**src/rtl/usb_buffer_pkg.sv**
```systemverilog
// Shared types and sizes for the endpoint data buffer and its access arbiter.
package usb_buffer_pkg;

  localparam int unsigned DEPTH  = 64;
  localparam int unsigned ADDR_W = 6;
  localparam int unsigned PTR_W  = ADDR_W + 1;

  typedef enum logic [1:0] {
    AGENT_NONE,
    AGENT_USB,
    AGENT_AHB
  } agent_e;

  typedef enum logic [2:0] {
    IDLE,
    GRANT_USB,
    GRANT_AHB,
    RD_RESP,
    CLEAR
  } arb_state_e;

  // One single-port SRAM access as seen on the mem_* pins.
  typedef struct packed {
    logic              en;
    logic              we;
    logic [ADDR_W-1:0] addr;
    logic [7:0]        data;
  } mem_req_t;

endpackage

```
**src/rtl/fifo_pointer_ctrl.sv**
```systemverilog
// Write/read pointers with a wrap bit, occupancy and full/empty for the endpoint buffer.
module fifo_pointer_ctrl
  import usb_buffer_pkg::*;
(
  input  logic              clk,
  input  logic              n_rst,
  input  logic              clr,
  input  logic              wr_inc,
  input  logic              rd_inc,
  output logic [ADDR_W-1:0] wr_addr,
  output logic [ADDR_W-1:0] rd_addr,
  output logic [ADDR_W:0]   occupancy,
  output logic              full,
  output logic              empty
);

  logic [ADDR_W:0] wr_ptr;
  logic [ADDR_W:0] rd_ptr;

  always_ff @(posedge clk or negedge n_rst) begin
    if (!n_rst) begin
      wr_ptr <= '0;
      rd_ptr <= '0;
    end else if (clr) begin
      wr_ptr <= '0;
      rd_ptr <= '0;
    end else begin
      if (wr_inc) wr_ptr <= wr_ptr + PTR_W'(1);
      if (rd_inc) rd_ptr <= rd_ptr + PTR_W'(1);
    end
  end

  assign wr_addr   = wr_ptr[ADDR_W-1:0];
  assign rd_addr   = rd_ptr[ADDR_W-1:0];
  assign occupancy = wr_ptr - rd_ptr;
  assign full      = (occupancy == PTR_W'(DEPTH));
  assign empty     = (occupancy == '0);

endmodule

```
**src/rtl/buffer_access_arbiter.sv**
```systemverilog
// Single-port endpoint buffer arbiter between the USB and AHB agents, one byte per cycle.
// Define BUFFER_ARB_STICKY_ERR_EN to make overflow_err/underflow_err hold until clear/flush/reset.
module buffer_access_arbiter
  import usb_buffer_pkg::*;
#(
  parameter int unsigned MAX_STALL = 4
) (
  input  logic              clk,
  input  logic              n_rst,
  input  logic              D_Mode,
  input  logic              clear,
  input  logic              flush,
  input  logic              usb_wr_req,
  input  logic [7:0]        usb_wdata,
  input  logic              usb_rd_req,
  output logic              usb_ack,
  output logic              usb_rvalid,
  output logic [7:0]        usb_rdata,
  input  logic              ahb_wr_req,
  input  logic [7:0]        ahb_wdata,
  input  logic              ahb_rd_req,
  output logic              ahb_ack,
  output logic              ahb_rvalid,
  output logic [7:0]        ahb_rdata,
  output logic              mem_en,
  output logic              mem_we,
  output logic [ADDR_W-1:0] mem_addr,
  output logic [7:0]        mem_wdata,
  input  logic [7:0]        mem_rdata,
  output logic [ADDR_W:0]   Buffer_Occupancy,
  output logic              overflow_err,
  output logic              underflow_err
);

  localparam int unsigned STALL_W = $clog2(MAX_STALL + 1);

  arb_state_e        state, next_state;
  agent_e            grant, resp_agent_q, resp_agent_d;
  logic              resp_empty_q, resp_empty_d;
  logic              grant_wr;
  logic [7:0]        grant_data;
  logic [STALL_W-1:0] stall_cnt;
  logic              clr, usb_elig, ahb_elig, ahb_starved;
  logic              full, empty, do_wr, do_rd, ovf_c, udf_c;
  logic [ADDR_W-1:0] wr_addr, rd_addr;
  mem_req_t          mreq;

  assign clr         = clear | flush;
  assign usb_elig    = D_Mode ? usb_wr_req : usb_rd_req;
  assign ahb_elig    = ahb_wr_req | ahb_rd_req;
  assign ahb_starved = (stall_cnt == STALL_W'(MAX_STALL));

  fifo_pointer_ctrl u_ptr (
    .clk       (clk),
    .n_rst     (n_rst),
    .clr       (clr),
    .wr_inc    (do_wr),
    .rd_inc    (do_rd),
    .wr_addr   (wr_addr),
    .rd_addr   (rd_addr),
    .occupancy (Buffer_Occupancy),
    .full      (full),
    .empty     (empty)
  );

  // State register remembers what the previous cycle did; RD_RESP owes an rvalid now.
  always_ff @(posedge clk or negedge n_rst) begin
    if (!n_rst) begin
      state        <= IDLE;
      resp_agent_q <= AGENT_NONE;
      resp_empty_q <= 1'b0;
    end else begin
      state        <= next_state;
      resp_agent_q <= resp_agent_d;
      resp_empty_q <= resp_empty_d;
    end
  end

  always_comb begin
    grant        = AGENT_NONE;
    grant_wr     = 1'b0;
    grant_data   = '0;
    next_state   = IDLE;
    resp_agent_d = AGENT_NONE;
    resp_empty_d = 1'b0;
    if (clr) begin
      next_state = CLEAR;
    end else if (ahb_elig && ahb_starved) begin
      grant = AGENT_AHB;
    end else if (usb_elig) begin
      grant = AGENT_USB;
    end else if (ahb_elig) begin
      grant = AGENT_AHB;
    end
    case (grant)
      AGENT_USB: begin
        grant_wr   = D_Mode;
        grant_data = usb_wdata;
      end
      AGENT_AHB: begin
        grant_wr   = ahb_wr_req;
        grant_data = ahb_wdata;
      end
      default: ;
    endcase
    if (grant != AGENT_NONE) begin
      if (!grant_wr) begin
        next_state   = RD_RESP;
        resp_agent_d = grant;
        resp_empty_d = empty;
      end else if (grant == AGENT_USB) begin
        next_state = GRANT_USB;
      end else begin
        next_state = GRANT_AHB;
      end
    end
  end

  assign do_wr = (grant != AGENT_NONE) && grant_wr && !full;
  assign do_rd = (grant != AGENT_NONE) && !grant_wr && !empty;
  assign ovf_c = (grant != AGENT_NONE) && grant_wr && full;
  assign udf_c = (grant != AGENT_NONE) && !grant_wr && empty;

  always_comb begin
    mreq = '0;
    if (do_wr) begin
      mreq.en   = 1'b1;
      mreq.we   = 1'b1;
      mreq.addr = wr_addr;
      mreq.data = grant_data;
    end else if (do_rd) begin
      mreq.en   = 1'b1;
      mreq.addr = rd_addr;
    end
  end

  assign mem_en    = mreq.en;
  assign mem_we    = mreq.we;
  assign mem_addr  = mreq.addr;
  assign mem_wdata = mreq.data;

  assign usb_ack    = (grant == AGENT_USB);
  assign ahb_ack    = (grant == AGENT_AHB);
  assign usb_rvalid = (state == RD_RESP) && (resp_agent_q == AGENT_USB);
  assign ahb_rvalid = (state == RD_RESP) && (resp_agent_q == AGENT_AHB);
  // An underflowed read returns zero rather than whatever the SRAM holds.
  assign usb_rdata  = (usb_rvalid && !resp_empty_q) ? mem_rdata : '0;
  assign ahb_rdata  = (ahb_rvalid && !resp_empty_q) ? mem_rdata : '0;

  // Starve guard: counts cycles an eligible AHB request waits.
  always_ff @(posedge clk or negedge n_rst) begin
    if (!n_rst) begin
      stall_cnt <= '0;
    end else if (clr || ahb_ack) begin
      stall_cnt <= '0;
    end else if (ahb_elig && !ahb_starved) begin
      stall_cnt <= stall_cnt + STALL_W'(1);
    end
  end

`ifdef BUFFER_ARB_STICKY_ERR_EN
  logic ovf_q, udf_q;

  always_ff @(posedge clk or negedge n_rst) begin
    if (!n_rst) begin
      ovf_q <= 1'b0;
      udf_q <= 1'b0;
    end else if (clr) begin
      ovf_q <= 1'b0;
      udf_q <= 1'b0;
    end else begin
      if (ovf_c) ovf_q <= 1'b1;
      if (udf_c) udf_q <= 1'b1;
    end
  end

  assign overflow_err  = ovf_c | ovf_q;
  assign underflow_err = udf_c | udf_q;
`else
  assign overflow_err  = ovf_c;
  assign underflow_err = udf_c;
`endif

endmodule
```
**config.mk**
```make
export PLATFORM = sky130hd
export DESIGN_NAME = buffer_access_arbiter
export DESIGN_NICKNAME = d
export VERILOG_FILES = /design/src/rtl/usb_buffer_pkg.sv /design/src/rtl/fifo_pointer_ctrl.sv /design/src/rtl/buffer_access_arbiter.sv
export SDC_FILE = /design/constraint.sdc
export NUM_CORES = 1
export LEC_CHECK = 0
export BUFFER_PORTS_ARGS = -buffer_cell sky130_fd_sc_hd__buf_2
export CAP_MARGIN = 20
export CORE_MARGIN = 10
export CORE_UTILIZATION = 48
export DETAILED_ROUTE_END_ITERATION = 7
export PLACE_DENSITY = 0.91
export SLEW_MARGIN = 30
export SYNTH_ARGS = -nofsm -noshare
export SYNTH_HDL_FRONTEND = slang
export SYNTH_SLANG_ARGS = --single-unit
```
**constraint.sdc**
```tcl
create_clock -name clk -period 3.85 [get_ports clk]
set_clock_uncertainty 0.2 [all_clocks]
set_input_delay 0.385 -clock clk [delete_from_list [all_inputs] [get_ports clk]]
set_output_delay 0.385 -clock clk [all_outputs]
set_load 0.01 [all_outputs]
```
# --- After elaboration in Yosys (flattened, before gate mapping) ---
# Index checks and enable logic that the tools add are counted.
# W data, S select, Z words.
totals:
  reg_bits: 23
  in_bits: 33
  elab_cells: 71
classes:
  n_addsub: 4
  eq_ne: 7
  mux: 29
  n_bitwise: 2
  reduce_logical: 23
op_table:
  columns: ["operator", "count"]
  rows:
  - ["$mux W7", 4]
  - ["$mux W8", 3]
  - ["$mux W2", 8]
  - ["$pmux W8 S2", 1]
  - ["$add A7 B1 Y7 const B", 2]
  - ["$logic_and A1 B1 Y1", 12]
  - ["$mux W3", 4]
  - ["$mux W6", 2]
  - ["$reduce_bool A2 Y1", 4]
  - ["$eq A7 B7 Y1 const B", 1]
  - ["$logic_not A7 Y1", 1]
  - ["$sub A7 B7 Y7", 1]
  - ["$mux W1", 6]
  - ["$logic_not A1 Y1", 5]
  - ["$eq A2 B1 Y1 const B", 2]
  - ["$eq A2 B2 Y1 const B", 2]
  - ["$add A3 B1 Y3 const B", 1]
  - ["$eq A3 B2 Y1 const B", 1]
  - ["$eq A3 B3 Y1 const B", 1]
  - ["$or A1 B1 Y1", 2]
  - ["$pmux W1 S2", 1]
  - ["$logic_or A1 B1 Y1", 1]

# --- Depth between registers and ports, before layout ---
# Gate-level depths: netlist of the first run.
depth:
  depth_word: 12
  depth_mapped: 15
  mapped_depth_nobuf: 12

# --- Modules after synthesis ---
# From an unflattened synthesis of the first run, not the netlist that was laid out.
hier_totals:
  hier_cells: 232
  hier_area_um2: 1929.4
by_module_without_submodules:
  columns: ["module", "n_inst", "cells_each", "area_per_inst_um2", "seq_area_each_um2"]
  rows:
  - ["fifo_pointer_ctrl", 1, 118, 1053.5, 350.3]
  - ["buffer_access_arbiter", 1, 114, 875.8, 225.2]

# --- Worst setup path after synthesis of the first run ---
# Ideal clock, no wire load.
synth_timing:
  path_type: "input-to-output"
  from: "input flush"
  to: "output mem_addr[2]"
  t_arrival_ns: 2.866
  path_slack_ns: 0.399
  stages: 12
  path_cell_list: "nor2_1 -> clkinv_1 -> a211o_1 -> ha_1 -> clkbuf_1 -> a22oi_1 -> nor2_1 -> or2_2 -> clkbuf_1 -> a21o_1 -> buf_2 -> o21ai_0"
synth_via:
  elab_chain_len: 9
synth_rtl:
  columns: ["element", "line", "rtl"]
  rows:
  - ["start, declared", "buffer_access_arbiter.sv:12", "input logic flush,"]
  - ["$or A1 B1 Y1 *", "buffer_access_arbiter.sv:48", "assign clr = clear | flush;"]
  - ["$mux W2 *", "buffer_access_arbiter.sv:86", "if (clr) begin"]
  - ["$eq A2 B1 Y1 *", null, null]
  - ["net usb_ack", "buffer_access_arbiter.sv:16", "output logic usb_ack,"]
  - ["$pmux W1 S2 *", "buffer_access_arbiter.sv:95", "case (grant)"]
  - ["$logic_not A1 Y1", "buffer_access_arbiter.sv:120", "assign do_rd = (grant != AGENT_NONE) && !grant_wr && !empty;"]
  - ["$logic_and A1 B1 Y1 (2 in a row)", "buffer_access_arbiter.sv:120", null]
  - ["$mux W6", "buffer_access_arbiter.sv:131", "end else if (do_rd) begin"]
  - ["$mux W6 *", "buffer_access_arbiter.sv:126", "if (do_wr) begin"]
  - ["end, declared", "buffer_access_arbiter.sv:27", "output logic [ADDR_W-1:0] mem_addr,"]
# Mark *: on every way through the listed nets, which the timed path passes. The rest lies on a longest branch.

# --- Worst setup path after layout of the first run ---
layout_timing:
  from: "register u_ptr.wr_ptr[0]"
  to: "output mem_wdata[1]"
layout_via:
  elab_chain_len: 5
layout_rtl:
  columns: ["element", "line", "rtl"]
  rows:
  - ["start, declared", "fifo_pointer_ctrl.sv:17", "logic [ADDR_W:0] wr_ptr;"]
  - ["start signal, assigned", "fifo_pointer_ctrl.sv:28", "if (wr_inc) wr_ptr <= wr_ptr + PTR_W'(1);"]
  - ["$sub A7 B7 Y7", "fifo_pointer_ctrl.sv:35", "assign occupancy = wr_ptr - rd_ptr;"]
  - ["$eq A7 B7 Y1", "fifo_pointer_ctrl.sv:36", "assign full = (occupancy == PTR_W'(DEPTH));"]
  - ["$logic_not A1 Y1", "buffer_access_arbiter.sv:119", "assign do_wr = (grant != AGENT_NONE) && grant_wr && !full;"]
  - ["$logic_and A1 B1 Y1", "buffer_access_arbiter.sv:119", null]
  - ["$mux W8", "buffer_access_arbiter.sv:126", null]
  - ["end, declared", "buffer_access_arbiter.sv:28", "output logic [7:0] mem_wdata,"]
# No other way between the ends.

==> impl_metrics.csv, run 1 <==
group,metric,value,unit
outcome,outcome,"finished clean",
power_and_ir_drop,switchingPower,108,µW
yosys,ys_types,51,
worst_setup_path,cp_cell_sequence,"inv_1 > ha_1 > inv_1 > fa_2 > xor2_1 > or3_1 > or4_4 > o21ai_4 > buf_6 > nor2_1 > buf_2",
timing,period_share,0.948,
finish,drive_gt1_frac,0.374,
drt,firstDrtPassIters,4,
finish,fillers,309,
yosys,synth_ff_type,"dfrtp_1",
finish,nets,353,
clock_tree,clock_path_buffers,2,
worst_setup_path,critPathMaxFanout,10,
worst_setup_path,path_class,"reg2out",
die,core_area,3720,µm²
worst_setup_path,ff2ff_path_depth,12,
drt,wire_per_inst,15.5,µm
job,max-cap-violations,0,
hold_path,hold_class,"in2reg",
timing,fmax,274,MHz
yosys,synth_area,1870,µm²
power_and_ir_drop,cellPowerDensity,187,nW/µm²
timing,timing.final.ws_setup,202,ps
worst_setup_path,cp.arrival,3060,ps
timing,post-route-min-period,3650,ps
yosys,synth_edf_count,0,
yosys,async_reset_ff_frac,1.00,
worst_setup_path,start_kind,"flip-flop",
yosys,synth_top_area_share,0.308,
die,die_x,82.4,µm
yosys,synthAdderAreaFrac,0.0979,
placed_design,routabilityCongestion,0.859,
yosys,synth_xor_area_frac,0.0416,
yosys,synth.yosys.seq_area_share,0.308,
drt,final_antenna_net_count,0,
yosys,synth_top_family_by_area,"simple AND/OR/NAND/NOR gates",
timing,maxSlewHeadroom,0.556,
yosys,synthCells,221,
timing,finalHoldViolCount,0,
clock_tree,clk_latency,260,ps
yosys,synth_compound_area_frac,0.204,
placed_design,portBuffers,77,
yosys,synth_nets,268,
power_and_ir_drop,p_leak,1.22,nW
clock_tree,root_buffer,"clkbuf_8",
yosys,synth_area_per_cell,8.45,µm²
finish,multi_input_comb_area,1190,µm²
yosys,synth.area.top_cells,"dfrtp_1, ha_1, and2_1, nor2_1, a21oi_1",
drt,wirelength,5460,µm
yosys,yosysTopAreaCell,"dfrtp_1",
power_and_ir_drop,power,453,µW
worst_setup_path,required,3260,ps
die,dieArea,6780,µm²
worst_setup_path,cp.depth,11,
die,start_util,0.502,
drt,num_vias,1912,
finish,seqCellArea,577,µm²
worst_setup_path,cp_num_buf_inv,4,
global_route,antenna_found_initial,0,
global_route,track_usage,0.147,
power_and_ir_drop,pwr-share-seq,0.546,
worst_setup_path,crit_slowest_cell,"or4_4",
worst_setup_path,max_stage_delay,480,ps
clock_tree,cts_tree,"built",
finish,n_antenna_cell,0,
clock_tree,clkTransAtPathRegs,80,ps
yosys,ys_warn_count,0,
die,row_count,22,
timing,worst_pin_slew,661,ps
drt,viasPerCell,5.42,
clock_tree,tritoncts.num_buffers,3,
placed_design,dpl.hpwl,4340,µm
worst_setup_path,cp-end-kind,"primary output",
global_route,grt_pass1_wl,8310,µm
timing,setup_viol,0,
power_and_ir_drop,p_comb_frac,0.131,
drt,first_iter_violations,161,
power_and_ir_drop,vdd_drop_max,0.155,mV
global_route,grt_max_degree,24,
yosys,yosys.area_share.simple,0.273,
yosys,ys_seq_elements,23,
placed_design,preCtsSetupSlack,339,ps
hold_path,worstHoldPathCells,4,
die,io_pins,78,
drt,drc,0,
power_and_ir_drop,intPower,346,µW
worst_setup_path,crit_family,"simple AND/OR/NAND/NOR gates",
power_and_ir_drop,clkPwrFrac,0.323,
timing,drv_slew,0,
power_and_ir_drop,switching_share,0.238,
global_route,grt_pass1_vias,1846,
clock_tree,cts.htree.levels,1,
global_route,grt-ovfl-total,0,
finish,area_growth,29.6,%
yosys,synth_mux_area_frac,0.0114,
clock_tree,clock_sinks,23,
worst_setup_path,crit_path_frequent_cell,"inv_1",
die,die_h,82.4,µm
## what timing repair did
| action | 4_1_cts | 5_1_grt |
|---|---|---|
| endpoints found under the setup margin | 0 | 15 |
| endpoints found under the hold margin | 23 | 0 |
| hold buffers | 1 | 0 |
| gates resized for setup | 0 | 9 |
| buffers inserted | 0 | 4 |
## cell usage in the layout (no fill, tap or decap), types with 2 or more instances in the layout
cell type / netlist / routed
buf_2: 1 / 77
dfrtp_1: 23 / 22
nor2_1: 19 / 19
and2_1: 18 / 18
inv_1: 16 / 16
nand2_1: 14 / 14
a21oi_1: 14 / 14
ha_1: 13 / 12
nor3_1: 9 / 9
nand3_1: 9 / 9
a22oi_1: 9 / 9
o21ai_0: 8 / 7
buf_4: 0 / 7
or3_1: 6 / 6
xor2_1: 4 / 4
and3_1: 4 / 4
a21oi_2: 5 / 4
nor2b_1: 3 / 3
xnor2_1: 3 / 3
o21ai_1: 2 / 3
o21ai_2: 4 / 3
clkbuf_8: 0 / 3
o211ai_1: 2 / 2
or2_2: 2 / 2
nor3b_1: 2 / 2
buf_6: 1 / 2
## sequential cells by signal (all words and copies together), names as in the netlist
name and flops:
resp_empty_q 1, stall_cnt 3, resp_agent_q 2, state 3
u_ptr.rd_ptr 7, u_ptr.wr_ptr 7
## through the flow
| stage | hold slack (ps) | setup TNS [ps] | instance area, µm² | util | std cells |
|---|---|---|---|---|---|
| 5_1_grt | 334 | -44.1 | 2420 | 0.651 | 353 |
| 3_3_place_gp | 181 | 0 | 2300 | 0.620 | 344 |
| 6_report | 309 | 0 | 2420 | 0.651 | 353 |
| 2_1_floorplan | -111 | 0 | 1870 | - | 221 |
| 4_1_cts | 314 | 0 | 2360 | 0.635 | 349 |
| 3_5_place_dp | 173 | 0 | 2300 | 0.620 | 344 |
## cell usage after synthesis (2+ instances only)
cell,n
a21o_1,2
a21oi_1,14
a21oi_2,5
a22oi_1,9
and2_1,18
and3_1,4
clkbuf_1,3
dfrtp_1,23
ha_1,13
inv_1,16
nand2_1,14
nand3_1,9
nor2_1,19
nor2b_1,3
nor3_1,9
nor3b_1,2
o211ai_1,2
o21ai_0,8
o21ai_1,2
o21ai_2,4
or2_2,2
or3_1,6
xnor2_1,3
xor2_1,4
## cell families (layout without fill, tap and decap cells)
logic type	count (synthesis)	in the layout
flops	23	23
xor+xnor	8	8
simple gates	95	95
mux	2	2
fa+ha+maj	14	14
buf+inv	25	109
compound gates	54	54
## routing by layer
metal  track usage  up-vias  wire [µm]
met3        0.0367        4        505
li1              -      939          -
met4        0.0238        0         27
met2         0.272       75       2830
met5             0        -          0
met1         0.169      894       2100
## worst reg2reg max path, cell delays in order, from the launching register on
cell and delay, ps:
dfrtp_1 420, inv_1 70, ha_1 160, nand2_1 70, o211ai_1 340, buf_4 180, ha_1 150, a22oi_1 100
nor3_1 530, o21ai_4 220, buf_6 200, or3_1 370, a21oi_2 150
## final timing paths
path,startpoint,to,slack [ps]
hold reg to reg,u_ptr.wr_ptr[6],u_ptr.wr_ptr[6],370
setup reg to reg,stall_cnt[0],u_ptr.wr_ptr[3],630
min in group asynchronous,n_rst,u_ptr.wr_ptr[6],430
setup / recovery,u_ptr.wr_ptr[0],mem_wdata[1],200
max in group asynchronous,n_rst,u_ptr.wr_ptr[0],2660
hold / removal,clear,u_ptr.rd_ptr[3],310
## power by group through the flow
stage               Clock (mW)  Combinational, mW  Sequential (mW)
floorplan                    0             0.0254            0.252
global placement             0             0.0534            0.252
detailed placement           0             0.0542            0.252
CTS                      0.149             0.0552            0.248
global route             0.158             0.0662            0.248
finish                   0.146             0.0593            0.248
## cell type report
class / count / area share
clock inverter: 1 / 0.00207
multi-input combinational: 173 / 0.493
clock buffer: 3 / 0.0171
inverter: 18 / 0.0300
timing repair buffer: 87 / 0.194
tap: 48 / 0.0248
sequential: 23 / 0.238
No activity file was read; power rests on OpenSTA's default activity.
==> inputs of run 2 (changes only) <==
- PLACE_DENSITY: 0.91 -> 0.8
==> run 2 against run 1 <==
Fmax is 2.1% lower. Sequential power barely moved. Final cell count up 0.28%. Non-clock buffer count rose by 1.
==> impl_metrics.csv, run 2 (synthesized netlist as in run 1, its figures left out) <==
group,metric,value,unit
worst_setup_path,cp-end-kind,"primary output",
drt,wirelength,5540,µm
timing,finalHoldViolCount,0,
clock_tree,clock_sinks,23,
timing,worst_pin_slew,579,ps
finish,n_antenna_cell,0,
finish,nets,354,
worst_setup_path,timing.rr.end,"u_ptr.wr_ptr[6]",
worst_setup_path,cp_num_buf_inv,3,
clock_tree,cts.htree.levels,1,
timing,setup_viol,0,
placed_design,routabilityCongestion,0.881,
drt,first_iter_violations,84,
timing,fmax,268,MHz
power_and_ir_drop,cellPowerDensity,191,nW/µm²
worst_setup_path,path_class,"reg2out",
clock_tree,clock_path_buffers,2,
placed_design,dpl.hpwl,4410,µm
worst_setup_path,cp_cell_sequence,"ha_1 > inv_1 > fa_1 > xor2_1 > or3_1 > or4_4 > o21ai_4 > buf_4 > nor2_1 > buf_2",
drt,final_antenna_net_count,0,
clock_tree,clkTransAtPathRegs,90,ps
worst_setup_path,start_kind,"flip-flop",
worst_setup_path,cp.arrival,3140,ps
finish,final_common_cell,"buf_2",
finish,drive_gt1_frac,0.366,
worst_setup_path,crit_slowest_cell,"or4_4",
clock_tree,cts_tree,"built",
die,die_h,82.4,µm
die,dieArea,6780,µm²
die,die_x,82.4,µm
global_route,grt_max_degree,24,
finish,area_growth,29.1,%
placed_design,preCtsSetupSlack,267,ps
die,io_pins,78,
placed_design,portBuffers,77,
clock_tree,clk_latency,260,ps
die,row_count,22,
timing,maxSlewHeadroom,0.611,
worst_setup_path,max_stage_delay,480,ps
outcome,outcome,"finished clean",
worst_setup_path,crit_family,"simple AND/OR/NAND/NOR gates",
worst_setup_path,ff2ff_path_depth,12,
worst_setup_path,r2r_slack,580,ps
global_route,grt-ovfl-total,0,
global_route,antenna_found_initial,0,
drt,wire_per_inst,15.6,µm
timing,drv_slew,0,
drt,firstDrtPassIters,4,
die,start_util,0.502,
timing,rsz0062_at_grt,"no",
timing,setup_tns,0,ps
drt,num_vias,1908,
clock_tree,tritoncts.num_buffers,3,
hold_path,hold_class,"in2reg",
drt,drc,0,
worst_setup_path,critPathMaxFanout,8,
finish,final_cell_mix,"buf_2, dfrtp_1, nor2_1",
clock_tree,root_buffer,"clkbuf_8",
job,max-cap-violations,0,
timing,post-route-min-period,3730,ps
timing,period_share,0.968,
power_and_ir_drop,p_leak,1.23,nW
drt,viasPerCell,5.39,
timing,timing.final.ws_setup,123,ps
hold_path,holdCritStartpoint,"flush",
finish,reg.largest.list,"u_ptr.rd_ptr (7), u_ptr.wr_ptr (7)",
worst_setup_path,r2r_start,"stall_cnt[0]",
worst_setup_path,required,3260,ps
hold_path,hold-path-endpoint,"u_ptr.rd_ptr[3]",
global_route,track_usage,0.152,
global_route,grt_pass1_wl,8350,µm
global_route,grt_pass1_vias,1791,
hold_path,worstHoldPathCells,4,
power_and_ir_drop,vdd_drop_max,0.180,mV
die,core_area,3720,µm²
## run 2: timing repair
action,CTS,global route
hold endpoints to repair,23,0
pin swaps,0,2
buffers inserted,0,5
hold buffers,1,0
endpoints found under the setup margin,1,13
gates resized for setup,1,2
## run 2: report_power, final
| part | internal, mW | switching [mW] |
|---|---|---|
| sequential | 0.246 | 0.00196 |
| clock | 0.0723 | 0.0821 |
| combinational | 0.0266 | 0.0314 |
| total | 0.344 | 0.116 |
## run 2: layout make-up
class / count / area (µm²)
clock buffers: 3 / 41.3
clock inverters: 1 / 5.00
fillers: 314 / 1310
inverters: 18 / 72.6
multi-input cells: 173 / 1180
flip-flops and latches: 23 / 577
well taps: 48 / 60.1
repair buffers: 88 / 474
## run 2: metal layers
| layer | global-route usage | routed length [µm] |
|---|---|---|
| met5 | 0 | 0 |
| met4 | 0.0374 | 51 |
| met3 | 0.0464 | 696 |
| met2 | 0.270 | 2740 |
| met1 | 0.174 | 2050 |
## run 2: metrics by stage
| step | instances | utilization | hold WS (ps) | instance area, µm² | power, mW |
|---|---|---|---|---|---|
| after floorplan | 221 | - | -111 | 1870 | 0.277 |
| after global placement | 344 | 0.620 | 186 | 2300 | 0.306 |
| after detailed placement | 344 | 0.620 | 188 | 2300 | 0.308 |
| after CTS | 349 | 0.637 | 324 | 2370 | 0.460 |
| after global routing | 354 | 0.648 | 352 | 2410 | 0.477 |
| final | 354 | 0.648 | 325 | 2410 | 0.460 |
## run 2: worst max-delay path by stage
stage	startpoint	endpoint	slack [ps]	cells past startpoint
2_1_floorplan	flush	mem_addr[2]	400	12
3_3_place_gp	u_ptr.wr_ptr[0]	mem_en	260	11
3_5_place_dp	u_ptr.wr_ptr[0]	mem_en	270	11
4_1_cts	u_ptr.wr_ptr[0]	mem_en	60	11
5_1_grt	stall_cnt[0]	mem_addr[5]	2	11
6_report	u_ptr.rd_ptr[0]	mem_wdata[6]	120	10
## run 2: tightest hold or removal path, stage by stage
cell    delay [ps]
buf_2           80
nor2_1          40
buf_4          150
o21a_1         100
